## config.mk

```make
export PLATFORM = sky130hd
export DESIGN_NAME = mux8_rr_arbiter
export DESIGN_NICKNAME = d
export VERILOG_FILES = /design/src/rtl/mux8_arb_pkg.sv /design/src/rtl/rr_pick8.sv /design/src/rtl/mux8_rr_arbiter.sv
export SDC_FILE = /design/constraint.sdc
export NUM_CORES = 1
export LEC_CHECK = 0
export BUFFER_PORTS_ARGS = -buffer_cell sky130_fd_sc_hd__buf_2
export CAP_MARGIN = 30
export CORE_MARGIN = 5
export CORE_UTILIZATION = 40
export DETAILED_ROUTE_END_ITERATION = 12
export REMOVE_ABC_BUFFERS = 1
export SLEW_MARGIN = 20
export SYNTH_ARGS = -nofsm -noshare
export SYNTH_HDL_FRONTEND = slang
export SYNTH_SLANG_ARGS = --single-unit
```

## constraint.sdc

```tcl
create_clock -name clk -period 7.2 [get_ports clk]
set_input_delay 1.08 -clock clk [delete_from_list [all_inputs] [get_ports clk]]
set_output_delay 1.08 -clock clk [all_outputs]
set_load 0.1 [all_outputs]
```

## src/rtl/mux8_arb_pkg.sv

```systemverilog
// mux8_arb_pkg: shared types and sizes for the mux8 round-robin arbiter
package mux8_arb_pkg;
    typedef enum logic {IDLE, BUSY} state_t;
    localparam int N_REQ = 8;
    localparam int SEL_W = 3;
    localparam int CNT_W = 8;
endpackage

```

## src/rtl/rr_pick8.sv

```systemverilog
// rr_pick8: first set bit of v searching upward from p, wrapping 7->0
module rr_pick8
    import mux8_arb_pkg::*;
(
    input  logic [N_REQ-1:0] v,
    input  logic [SEL_W-1:0] p,
    output logic [SEL_W-1:0] idx,
    output logic             any
);
    logic [2*N_REQ-1:0] vv;
    assign vv  = {v, v} >> p;
    assign any = |v;
    always_comb begin
        idx = p;
        for (int k = N_REQ - 1; k >= 0; k--)
            if (vv[k]) idx = p + SEL_W'(k);
    end
endmodule

```

## src/rtl/mux8_rr_arbiter.sv

```systemverilog
// mux8_rr_arbiter: burst-limited round-robin owner of the 8:1 select; MUX8_ARB_LOCK_EN adds lock
module mux8_rr_arbiter
    import mux8_arb_pkg::*;
#(
    parameter int BURST = 4,
    parameter int CNT_W = mux8_arb_pkg::CNT_W
) (
    input  logic             clk,
    input  logic             rst,
    input  logic [N_REQ-1:0] req,
    input  logic [N_REQ-1:0] d,
`ifdef MUX8_ARB_LOCK_EN
    input  logic             lock,
`endif
    output logic [N_REQ-1:0] gnt,
    output logic [SEL_W-1:0] sel,
    output logic             valid,
    output logic             y
);
    state_t state, state_n;
    logic [CNT_W-1:0] cnt, cnt_n;
    logic [SEL_W-1:0] ptr, ptr_n, sel_n, pick_p, pick_idx;
    logic [N_REQ-1:0] gnt_n;
    logic lock_eff, pick_any, rel, hold;
`ifdef MUX8_ARB_LOCK_EN
    assign lock_eff = lock;
`else
    assign lock_eff = 1'b0;
`endif
    // after a release ptr equals sel+1, so one pick instance covers both paths
    assign pick_p = (state == BUSY) ? sel + 1'b1 : ptr;
    rr_pick8 u_pick (.v(req), .p(pick_p), .idx(pick_idx), .any(pick_any));
    assign y = valid & d[sel];
    always_comb begin
        rel     = !req[sel] || (cnt == CNT_W'(BURST) && !lock_eff);
        hold    = (state == BUSY) && !rel;
        state_n = (hold || pick_any) ? BUSY : IDLE;
        sel_n   = hold ? sel : (pick_any ? pick_idx : '0);
        cnt_n   = hold ? ((cnt == CNT_W'(BURST)) ? cnt : cnt + 1'b1) : (pick_any ? CNT_W'(1) : '0);
        ptr_n   = (state == BUSY && rel) ? sel + 1'b1 : ptr;
        gnt_n   = (state_n == BUSY) ? N_REQ'(1) << sel_n : '0;
    end
    always_ff @(posedge clk) begin
        if (rst) begin
            state <= IDLE;
            cnt   <= '0;
            ptr   <= '0;
            sel   <= '0;
            gnt   <= '0;
            valid <= 1'b0;
        end else begin
            state <= state_n;
            cnt   <= cnt_n;
            ptr   <= ptr_n;
            sel   <= sel_n;
            gnt   <= gnt_n;
            valid <= (state_n == BUSY);
        end
    end
endmodule

```

; Word-level counts from Yosys, hierarchy flattened
; Cells that the tools add are included.
[word_totals]
ff_bits = 23
out_inout_bits = 13
elab_cells = 48
[op_classes]
add_sub_neg = 9
order_cmp = 1
eq_ne = 2
shift = 2
n_mux = 19
bitwise_logic = 2
reduce_logical = 8
[op_table]
columns = operator, count
row1 = $mux 3, 11
row2 = $mux 8, 2
row3 = $shr 16x3->8, 1
row4 = $add 3x3->3 const B, 4
row5 = $add 8x1->8 const B, 1
row6 = $eq 8x3->1 const B, 1
row7 = $reduce_or 8->1, 1
row8 = $shl 1x3->8 const A, 1
row9 = $add 3x1->3 const B, 2
row10 = $add 3x2->3 const B, 2
row11 = $bmux 1 s3, 2
row12 = $lt 3x4->1 const B, 1
row13 = $mux 1, 4
row14 = $logic_and 1x1->1, 2
row15 = $logic_not 1->1, 2
row16 = $logic_or 1x1->1, 2
row17 = $ne 2x2->1 const B, 1
row18 = $reduce_or 2->1, 1
row19 = $and 1x1->1, 1
row20 = $not 1->1, 1

; Longest topological paths before layout
; Gate-level depths: netlist of run 1.
[logic_depth]
depth_word = 14
mapped_depth = 13

; Hierarchy
; A second synthesis of run 1 with hierarchy kept.
[unflattened]
hier_cells = 237
area_unflattened_um2 = 2030.7
[modules_own_cells]
columns = module, instances, cells_per_inst, area_per_inst_um2
row1 = mux8_rr_arbiter, 1, 144, 1315.0
row2 = rr_pick8, 1, 93, 715.7

; Worst setup path before layout of run 1
; OpenSTA, ideal clock, no wires.
[synth_path]
path_type = register to output
from = register sel[0]
to = output y
arrival_time_ns = 2.939
required_ns = 6.120
slack_ns = 3.181
stages_incl_launch_ff = 5
path_buffers = 1
path_cell_list = dfxtp_1 clkbuf_8 mux4_2 mux2i_1 nor2b_1
[synth_via]
elab_chain_cells = 3
[synth_lines]
columns = item, line
row1 = start: declaration, mux8_rr_arbiter.sv:16  ; output logic [SEL_W-1:0] sel,
row2 = start signal: assignment, mux8_rr_arbiter.sv:55  ; sel <= sel_n;
row3 = $bmux 1 s3, mux8_rr_arbiter.sv:33  ; assign y = valid & d[sel];
row4 = $mux 1 (not written as such), mux8_rr_arbiter.sv:33
row5 = $and 1x1->1, mux8_rr_arbiter.sv:33
row6 = end: declaration, mux8_rr_arbiter.sv:18  ; output logic y
; Every way passes these cells. The select of a mux whose other input is x is not followed.

; Worst setup path in the final report of run 1
[layout_path]
from = register sel[0]
to = register gnt[7]
[layout_via]
elab_chain_cells = 14
elab_cells_between_ends = 31
classes_between = 8 x add/sub / 2 x shift / 14 x mux / 1 x bitwise / 6 x reduce/logical
[layout_lines]
columns = item, line
row1 = $add 3x1->3, mux8_rr_arbiter.sv:31  ; assign pick_p = (state == BUSY) ? sel + 1'b1 : ptr;
row2 = $mux 3, mux8_rr_arbiter.sv:31
row3 = $add 3x3->3 / $shr 16x3->8 (equally long branches), "rr_pick8.sv:16, rr_pick8.sv:11"
row4 = $mux 3 (8 in series), rr_pick8.sv:16  ; if (vv[k]) idx = p + SEL_W'(k);
row5 = $mux 3 (2 in series), mux8_rr_arbiter.sv:38  ; sel_n = hold ? sel : (pick_any ? pick_idx : '0);
row6 = $shl 1x3->8, mux8_rr_arbiter.sv:41  ; gnt_n = (state_n == BUSY) ? N_REQ'(1) << sel_n : '0;
row7 = end signal: assignment, mux8_rr_arbiter.sv:56  ; gnt <= gnt_n;
row8 = end: declaration, mux8_rr_arbiter.sv:15  ; output logic [N_REQ-1:0] gnt,
; Several ways; a longest one is shown, not always the timed one. The select of a mux whose other input is x is not followed.
; A chain may end at the register's enable or synchronous reset.

==> qor.txt, run 1 <==
# resized after CTS = 0
Final Net Count = 294
Clk pwr share = 0.082
Hold path depth = 2
Seq/Total Area, Yosys = 0.220
# setup viols final = 0
Cell area after layout = 2270 µm²
Area after DPL = 2230 µm²
PortBufs = 30
CP top delay family = compound AO/OA/AOI/OAI gates
Critical Path Max Stage Delay = 0.72 ns
Leak = 0.892 nW
Die ar. = 6780 µm²
HPWL after DPL = 4.02 mm
Post-synth ARST share = 0
Int Pwr = 0.425 mW
Reg2reg setup slack = 3.41 ns
Initial core utilization = 0.410
Area Growth Syn to Fin = 8.48%
CP arrival = 3.95 ns
Fin crit share = 0.526
Power per Cell Area = 423 nW/µm²
IO Count = 31
Unique masters post-synth = 58
Clk sink count = 23
Core box area = 5110 µm²
Crit-path max FO = 21
Hold Crit Class = flop to flop
Critical path required time = 7.36 ns
Leading cell type in the layout, fill and taps excluded = buf_2
Commonest cells after routing, fill and taps aside = buf_2 (30), nor2_1 (24), dfxtp_1 (23)
R2R Path Start = sel[0]$_SDFF_PP0_
Largest net degree at the start of global routing = 22
GRT Util Overall = 0.165
Max-cap violation count = 0
Ant. Diodes = 0
Ys flop type = dfxtp_1
Cell row count = 26
Fmax = 264 MHz
Syn Std Cell Area = 2090 µm²
GR Overflow Total = 0
Met2 wire length = 2.35 mm
Slowest cell on the critical path = dfxtp_1
Crit path cell chain = ha_1 -> mux2_2 -> inv_1 -> ha_1 -> nor2b_1 -> o31a_1 -> a311o_1 -> o211ai_1 -> a31o_2 -> nor2b_1 -> and2_1
DR pass1 iterations = 4
Slew Limit Fails = 0
Share of layout cells above drive strength 1 = 0.207
Unrepaired setup endpoints after global routing = no
Status = finished, final reports clean
Slew HR = 0.457
Initial antenna violation count = 0
Clk_skew = 0.00424 ns
Leading area contributor after synthesis = dfxtp_1
Synth top area cells = dfxtp_1 (22%), mux4_2 (6.5%), nand3_1 (4.3%)
Post-Synthesis Cells = 249
Place WS = 3.43 ns
DRC errors left = 0
Met3 WL = 387 µm
Worst path depth = 11
WL/cell = 15.3 µm
Die height = 82.4 µm
First-pass GRT wire length = 8.92 mm
Slew of the pin with the lowest slew margin = 0.815 ns
Switching part of the total = 0.558
DRT Wirelength = 5.21 mm
DRT iter0 DRCs = 186
Type of origin of the critical path = flop
Hold Vio Cnt, Final = 0
TritonCTS clock tree = built
Syn_area_per_cell = 8.41 µm²
M1 wire length = 2.39 mm
Final WS setup = 3.41 ns
EDFF count, synth = 0
Max layer used = met4
Filler instances = 523
YS warnings = 0
Total negative slack = 0 ns
Vias in the first global route = 1827
Setup Crit Path Kind = flop to flop
Vias = 1982
Final GP Congestion = 0.893
WHS Endpoint = ptr[2]$_SDFFE_PP0P_
Multi-input gate area = 1490 µm²
Post-CTS Setup Repair Bufs = 0
Fin crit period = 3.79 ns
Yosys reg bits = 23
Combinational share of power = 0.724
Worst r2r dst = gnt[7]$_SDFF_PP0_
TritonCTS buffer count = 3
Vias per cell = 5.83
Share of the synthesized area in the top cell type = 0.220
CTS max path bufs = 2
Hold buffers post-CTS = 0
Seq. cell area = 460 µm²
Worst VDD drop = 257 µV
Worst setup EP type = flop
Finished Core Util = 0.445
Post-DRT Antenna Nets = 0
Sw Pwr = 0.536 mW
Root buf cell = clkbuf_8
Clock latency on the worst-skew pair = 0.26 ns
Clk slew on worst S/H paths = 0.08 ns
WP buf/inv = 1
Die Span X = 82.4 µm
H-tree levels = 1
Sequential Power Share = 0.195
Worst min-delay path startpoint = ptr[2]$_SDFFE_PP0P_
FF-to-FF path depth = 11
==> layout make-up <==
cell class / count / share of cell area
repair buffers: 30 / 0.0661
clock inverters: 1 / 0.00220
inverters: 9 / 0.0160
flip-flops and latches: 23 / 0.203
clock buffers: 3 / 0.0182
multi-input cells: 204 / 0.656
well taps: 70 / 0.0385
==> power by group through the flow <==
| stage | Combinational, mW | Clock (mW) | Sequential, mW |
|---|---|---|---|
| 6_report | 0.696 | 0.0785 | 0.187 |
| 3_3_place_gp | 0.694 | 0 | 0.191 |
| 3_5_place_dp | 0.690 | 0 | 0.191 |
| 5_1_grt | 0.750 | 0.0893 | 0.193 |
| 4_1_cts | 0.691 | 0.0811 | 0.188 |
| 2_1_floorplan | 0.423 | 0 | 0.330 |
==> how the worst max path moves through the flow <==
stage / startpoint / end / slack [ns]
final: sel[0]$_SDFF_PP0_ / gnt[7]$_SDFF_PP0_ / 3.41
after global routing: sel[0]$_SDFF_PP0_ / gnt[3]$_SDFF_PP0_ / 3.07
after CTS: sel[0]$_SDFF_PP0_ / gnt[7]$_SDFF_PP0_ / 3.42
after detailed placement: sel[0]$_SDFF_PP0_ / gnt[7]$_SDFF_PP0_ / 3.43
after global placement: sel[0]$_SDFF_PP0_ / gnt[6]$_SDFF_PP0_ / 3.44
after floorplan: sel[0]$_SDFF_PP0_ / y / 3.05
==> per-layer routing <==
layer	track usage	vias up
met5	0	-
met4	0.0299	0
met3	0.0390	10
met2	0.252	76
met1	0.237	914
li1	-	982
==> synthesized netlist by cell type, drive strengths merged (2+ instances only) <==
| cell | number |
|---|---|
| a22oi | 2 |
| and3 | 8 |
| o21ai | 17 |
| nand3b | 3 |
| a211oi | 5 |
| nor2 | 24 |
| a2111oi | 2 |
| or2 | 2 |
| xnor2 | 3 |
| o2111ai | 2 |
| buf | 8 |
| dfxtp | 23 |
| mux4 | 7 |
| nand2b | 2 |
| nand2 | 16 |
| o21a | 5 |
| a21oi | 12 |
| nor3 | 6 |
| mux2 | 2 |
| xor2 | 6 |
| clkbuf | 5 |
| a221oi | 3 |
| ha | 5 |
| and2 | 6 |
| o31ai | 3 |
| nor2b | 8 |
| mux2i | 6 |
| a31oi | 3 |
| nand3 | 18 |
| inv | 9 |
| o211a | 3 |
| o211ai | 12 |
==> state kept, by name (all words and copies together) (netlist names) <==
signal and flops:
cnt 8, gnt 8, ptr 3, sel 3, state 1
==> worst min-delay path: cells and delay by family (launching register included) <==
kind             cells  cell delay [ns]
AO/OA/AOI/OAI        1             0.06
flip-flops           1             0.35
AND/OR/NAND/NOR      1             0.07
==> stage by stage <==
step	std cells	power (mW)	hold slack, ns
after floorplan	236	0.753	0.470
after global placement	336	0.885	0.490
after detailed placement	336	0.881	0.496
after CTS	340	0.960	0.515
after global routing	340	1.03	0.541
final	340	0.962	0.510
==> cell families after synthesis <==
family                     after synthesis  synth area share
AOI/OAI and AO/OA                       79             0.282
xor gates and xnor gates                 9            0.0376
adders and majority gates                5            0.0299
buffers and inverters                   22            0.0681
DFF                                     23             0.220
muxes                                   15             0.118
and+or+nand+nor                         96             0.244
Power figures use the tool's default switching activity.
==> run 2: changes to the inputs <==
Settings changed: ABC_AREA set to 1.
Clock period 7.2 ns to 3.46 ns, I/O delays scaled along.
==> run 2 against run 1 <==
Register-to-register slack got worse by 2.8 ns. Via count decreased by 8.7%. Die area down 11%. Clock-buffer cell count is the same.
==> qor.txt, run 2 <==
Post-synth ARST share = 0
Core box area = 4380 µm²
Crit-path max FO = 14
Ant. Diodes = 0
GR Overflow Total = 0
Type of origin of the critical path = flop
Clk slew on worst S/H paths = 0.08 ns
Clk_skew = 0.00339 ns
Max-cap violation count = 0
Final GP Congestion = 0.884
Commonest cells after routing, fill and taps aside = nand2_1 (84), inv_1 (36), nand3_1 (36)
# setup viols final = 0
Die ar. = 6020 µm²
Post-Synthesis Cells = 291
Yosys reg bits = 23
Share of the synthesized area in the top cell type = 0.252
DRT iter0 DRCs = 93
Cell row count = 24
Leading cell type by number of instances after synthesis = nand2_1
Critical path required time = 3.62 ns
DRC errors left = 0
PortBufs = 30
Unique masters post-synth = 33
Cell area after layout = 2040 µm²
Area after DPL = 1990 µm²
Root buf cell = clkbuf_8
Clk sink count = 23
Leading cell type in the layout, fill and taps excluded = nand2_1
Initial core utilization = 0.417
Top cells by count, synth = nand2_1 (84), inv_1 (36), nand3_1 (36), nor2_1 (33), dfxtp_1 (23)
H-tree levels = 1
DP Cell Count = 367
YS warnings = 0
# resized after CTS = 0
Vias = 1809
Filler instances = 483
Share of layout cells above drive strength 1 = 0.188
Area Growth Syn to Fin = 11.4%
Vias per cell = 4.88
TritonCTS clock tree = built
Status = finished, final reports clean
HPWL after DPL = 3.67 mm
Die Span X = 77.6 µm
Initial antenna violation count = 0
Leading area contributor after synthesis = dfxtp_1
DR pass1 iterations = 4
Hold buffers post-CTS = 0
Power per Cell Area = 1010 nW/µm²
EDFF count, synth = 0
Final Instance Count excl. Fillers = 371
Largest registers = cnt (8), gnt (8)
Slew HR = 0.549
Die height = 77.6 µm
First-pass GRT wire length = 7.62 mm
Fin crit share = 0.823
CP arrival = 3.00 ns
DRT Wirelength = 4.45 mm
Ys flop type = dfxtp_1
Largest net degree at the start of global routing = 15
Hold Crit Class = flop to flop
Post-DRT Antenna Nets = 0
Final Net Count = 343
Worst VDD drop = 560 µV
Leak = 1.08 nW
Slew of the pin with the lowest slew margin = 0.677 ns
WL/cell = 12.0 µm
Post-CTS Setup Repair Bufs = 0
Fmax = 351 MHz
IO Count = 31
Total negative slack = 0 ns
Seq/Total Area, Yosys = 0.252
Syn Std Cell Area = 1830 µm²
Syn_area_per_cell = 6.28 µm²
Fin crit period = 2.85 ns
Unrepaired setup endpoints after global routing = no
Clock latency on the worst-skew pair = 0.26 ns
TritonCTS buffer count = 3
Worst setup EP type = flop
Synth top area cells = dfxtp_1 (25%), nand2_1 (17%), nand3_1 (9.9%)
Hold Vio Cnt, Final = 0
Vias in the first global route = 1729
Slew Limit Fails = 0
Setup Crit Path Kind = flop to flop
GRT Util Overall = 0.147
CTS max path bufs = 2
-- run 2: final cells by class --
| cell class | instances | area [µm²] | area share |
|---|---|---|---|
| Multi-Input combinational cell | 222 | 1160 | 0.570 |
| Sequential cell | 23 | 460 | 0.226 |
| Inverter | 40 | 153 | 0.0750 |
| Timing Repair Buffer | 30 | 150 | 0.0738 |
| Tap cell | 52 | 65.1 | 0.0320 |
| Clock buffer | 3 | 41.3 | 0.0203 |
| Clock inverter | 1 | 5.00 | 0.00246 |
-- run 2: per-layer routing --
metal,GRT usage,vias to the layer above,part of all wire
met5,0,-,0
met1,0.209,775,0.50
li1,-,988,-
met2,0.238,44,0.45
met4,0.0223,0,0.0038
met3,0.0243,2,0.045
-- run 2: path summary, 6_finish.rpt --
kind         cells after the start             endpoint           startpoint  slack (ns)
max reg2reg                     17    gnt[6]$_SDFF_PP0_    sel[0]$_SDFF_PP0_        0.61
max                             17    gnt[6]$_SDFF_PP0_    sel[0]$_SDFF_PP0_        0.61
min reg2reg                      2  ptr[2]$_SDFFE_PP0P_  ptr[2]$_SDFFE_PP0P_        0.46
min                              2  ptr[2]$_SDFFE_PP0P_  ptr[2]$_SDFFE_PP0P_        0.46
-- run 2: kinds of logic after synthesis --
family                   synth area share
AO/OA/AOI/OAI                       0.109
XOR/XNOR                           0.0479
adder cells (fa/ha/maj)            0.0342
buffers and inverters               0.113
flip-flops                          0.252
AND/OR/NAND/NOR                     0.444
-- run 2: power by group --
| group | switching [mW] | internal, mW | leakage [nW] |
|---|---|---|---|
| logic | 1.10 | 0.413 | 0.865 |
| clock network | 0.0841 | 0.0803 | 0.0255 |
| registers | 0.0510 | 0.324 | 0.188 |
-- run 2: metrics by stage --
stage / util / setup slack (ns) / hold slack, ns / power (mW)
after floorplan: - / 0.00986 / 0.432 / 1.62
after global placement: 0.454 / 0.701 / 0.447 / 1.90
after detailed placement: 0.454 / 0.649 / 0.451 / 1.89
after CTS: 0.464 / 0.627 / 0.466 / 2.06
after global routing: 0.464 / 0.252 / 0.493 / 2.27
final: 0.464 / 0.612 / 0.462 / 2.05
-- run 2: critical path, stage by stage (launching register included) --
cell	delay [ns]
dfxtp_1	0.59
ha_1	0.35
o21ai_2	0.48
nand3_1	0.20
nand3_2	0.12
nand2_1	0.10
nand2_1	0.08
nand2_1	0.04
nand2_1	0.05
nand2_1	0.04
nand2_1	0.07
nand2_2	0.07
nand3_1	0.09
nand2_1	0.06
nor2_1	0.17
nor2_4	0.06
nand2_1	0.10
nor2_1	0.05
==> run 3: changes to the inputs <==
Clock period 3.46 ns to 2.83 ns, I/O delays scaled along.
==> run 3 against run 2 <==
Core utilization up 0.68 points. Global-route usage grew 0.99 points. First-iteration DRC count is 18% lower. Sequential cell count is the same. Cell count rose by 0.81%. Wire length rose by 0.85%. Non-clock buffer count rose by 3. Clock skew grew 0.0014 ns. Cell area up 1.5%. Sequential power is 16% higher. Register-to-register slack got worse by 0.24 ns. Largest cell class unchanged.
==> qor.txt, run 3 (synthesis gave the netlist of run 2 again) <==
Finished Core Util = 0.471
PortBufs = 30
DR pass1 iterations = 4
First-pass GRT wire length = 8.04 mm
Post-CTS Setup Repair Bufs = 0
Worst r2r dst = gnt[6]$_SDFF_PP0_
Final Net Count = 346
TritonCTS clock tree = built
Hold Slack = 0.408 ns
Leading cell type in the layout, fill and taps excluded = nand2_1
Initial antenna violation count = 0
Core box area = 4380 µm²
Filler instances = 500
WHS Endpoint = sel[0]$_SDFF_PP0_
Fmax = 406 MHz
Hold Vio Cnt, Final = 0
Share of layout cells above drive strength 1 = 0.196
R2R Path Start = sel[0]$_SDFF_PP0_
Unrepaired setup endpoints after global routing = no
Ant. Diodes = 0
HPWL after DPL = 3.75 mm
Clock latency on the worst-skew pair = 0.26 ns
Max-cap violation count = 0
FF-to-FF path depth = 18
Vias per cell = 4.94
Sequential Power Share = 0.170
Power per Cell Area = 1240 nW/µm²
Largest registers = cnt (8), gnt (8)
Hold path depth = 2
Largest net degree at the start of global routing = 15
Reg2reg setup slack = 0.37 ns
Clk_skew = 0.00477 ns
CTS max path bufs = 2
Die Span X = 77.6 µm
Root buf cell = clkbuf_8
Die height = 77.6 µm
Slew of the pin with the lowest slew margin = 0.591 ns
Post-DRT Antenna Nets = 0
Clk slew on worst S/H paths = 0.08 ns
DRC errors left = 0
Initial core utilization = 0.417
GRT Util Overall = 0.157
Type of origin of the critical path = flop
DRT Wirelength = 4.49 mm
Worst setup EP type = flop
IO Count = 31
# setup viols final = 0
Worst min-delay path startpoint = rst
Int Pwr = 1.02 mW
Slew HR = 0.602
Slew Limit Fails = 0
Crit-path max FO = 10
Commonest cells after routing, fill and taps aside = nand2_1 (84), inv_1 (36), nand3_1 (36)
WL/cell = 12.0 µm
Clk pwr share = 0.079
Hold Crit Class = primary input to flop
Status = finished, final reports clean
Die ar. = 6020 µm²
Vias = 1849
Switching part of the total = 0.599
TritonCTS buffer count = 3
H-tree levels = 1
Worst VDD drop = 770 µV
Final GP Congestion = 0.872
Fin crit period = 2.46 ns
Cell row count = 24
DRT iter0 DRCs = 76
Combinational share of power = 0.751
Area Growth Syn to Fin = 13.0%
Setup Crit Path Kind = flop to flop
Critical path required time = 2.99 ns
Vias in the first global route = 1779
Leak = 1.10 nW
GR Overflow Total = 0
Power Total = 2.55 mW
Sw Pwr = 1.53 mW
CP arrival = 2.62 ns
Clk sink count = 23
Fin crit share = 0.870
run 3: cell types whose count changed in the layout (fill, tap and decap cells not counted):
cell	change
buf_4	+3
o21ai_2	-1
o21ai_4	+1
run 3: through the flow:
stage          worst slack (ns)  std cells  setup TNS [ns]  cell area, µm²
2_1_floorplan            -0.526        285           -3.55            1770
3_3_place_gp              0.288        370               0            2010
3_5_place_dp              0.252        370               0            2010
4_1_cts                   0.243        374               0            2060
5_1_grt                  0.0368        374               0            2070
6_report                  0.369        374               0            2070
run 3: power groups by stage:
| stage | logic, mW | registers, mW | clock network [mW] |
|---|---|---|---|
| CTS | 1.92 | 0.435 | 0.207 |
| finish | 1.92 | 0.434 | 0.201 |
| global placement | 1.92 | 0.443 | 0 |
| floorplan | 1.17 | 0.814 | 0 |
| detailed placement | 1.91 | 0.441 | 0 |
| global route | 2.16 | 0.444 | 0.228 |
run 3: layer usage:
layer	global-route usage	vias up	routed length (µm)
li1	-	991	-
met1	0.225	820	2280
met3	0.0197	4	128
met2	0.254	34	2030
met4	0.0309	0	53
met5	0	-	0
run 3: how the worst max path moves through the flow:
| stage | slack, ns | from | endpoint |
|---|---|---|---|
| CTS | 0.24 | state$_SDFF_PP0_ | gnt[6]$_SDFF_PP0_ |
| global route | 0.04 | sel[0]$_SDFF_PP0_ | gnt[3]$_SDFF_PP0_ |
| finish | 0.37 | sel[0]$_SDFF_PP0_ | gnt[6]$_SDFF_PP0_ |
| detailed placement | 0.25 | state$_SDFF_PP0_ | gnt[7]$_SDFF_PP0_ |
| floorplan | -0.53 | sel[0]$_SDFF_PP0_ | y |
| global placement | 0.29 | state$_SDFF_PP0_ | gnt[1]$_SDFF_PP0_ |
run 3: area by class of cell:
| class | count | area [µm²] | area share |
|---|---|---|---|
| multi-input combinational | 222 | 1170 | 0.566 |
| sequential | 23 | 460 | 0.223 |
| timing repair buffer | 33 | 173 | 0.0836 |
| inverter | 40 | 153 | 0.0739 |
| tap | 52 | 65.1 | 0.0315 |
| clock buffer | 3 | 41.3 | 0.0200 |
| clock inverter | 1 | 5.00 | 0.00242 |
run 3: repair_timing:
| item | CTS | global route |
|---|---|---|
| endpoints found under the setup margin | 0 | 9 |
| hold buffers | 0 | 0 |
| gates resized for setup | 0 | 1 |
run 3: critical path, stage by stage (launching register included):
cell and delay (ns):
dfxtp_1 0.32, ha_1 0.37, nand2_1 0.08, o21ai_2 0.22
nand3_1 0.19, nand3_1 0.19, nand2_1 0.11, nand2_1 0.08
nand2_1 0.05, nand2_1 0.05, nand2_1 0.05, nand2_1 0.07
nand2_2 0.06, nand3_1 0.10, nand2_1 0.07, nor2_1 0.17
nor2_4 0.06, nand2_1 0.09, nor2_1 0.04
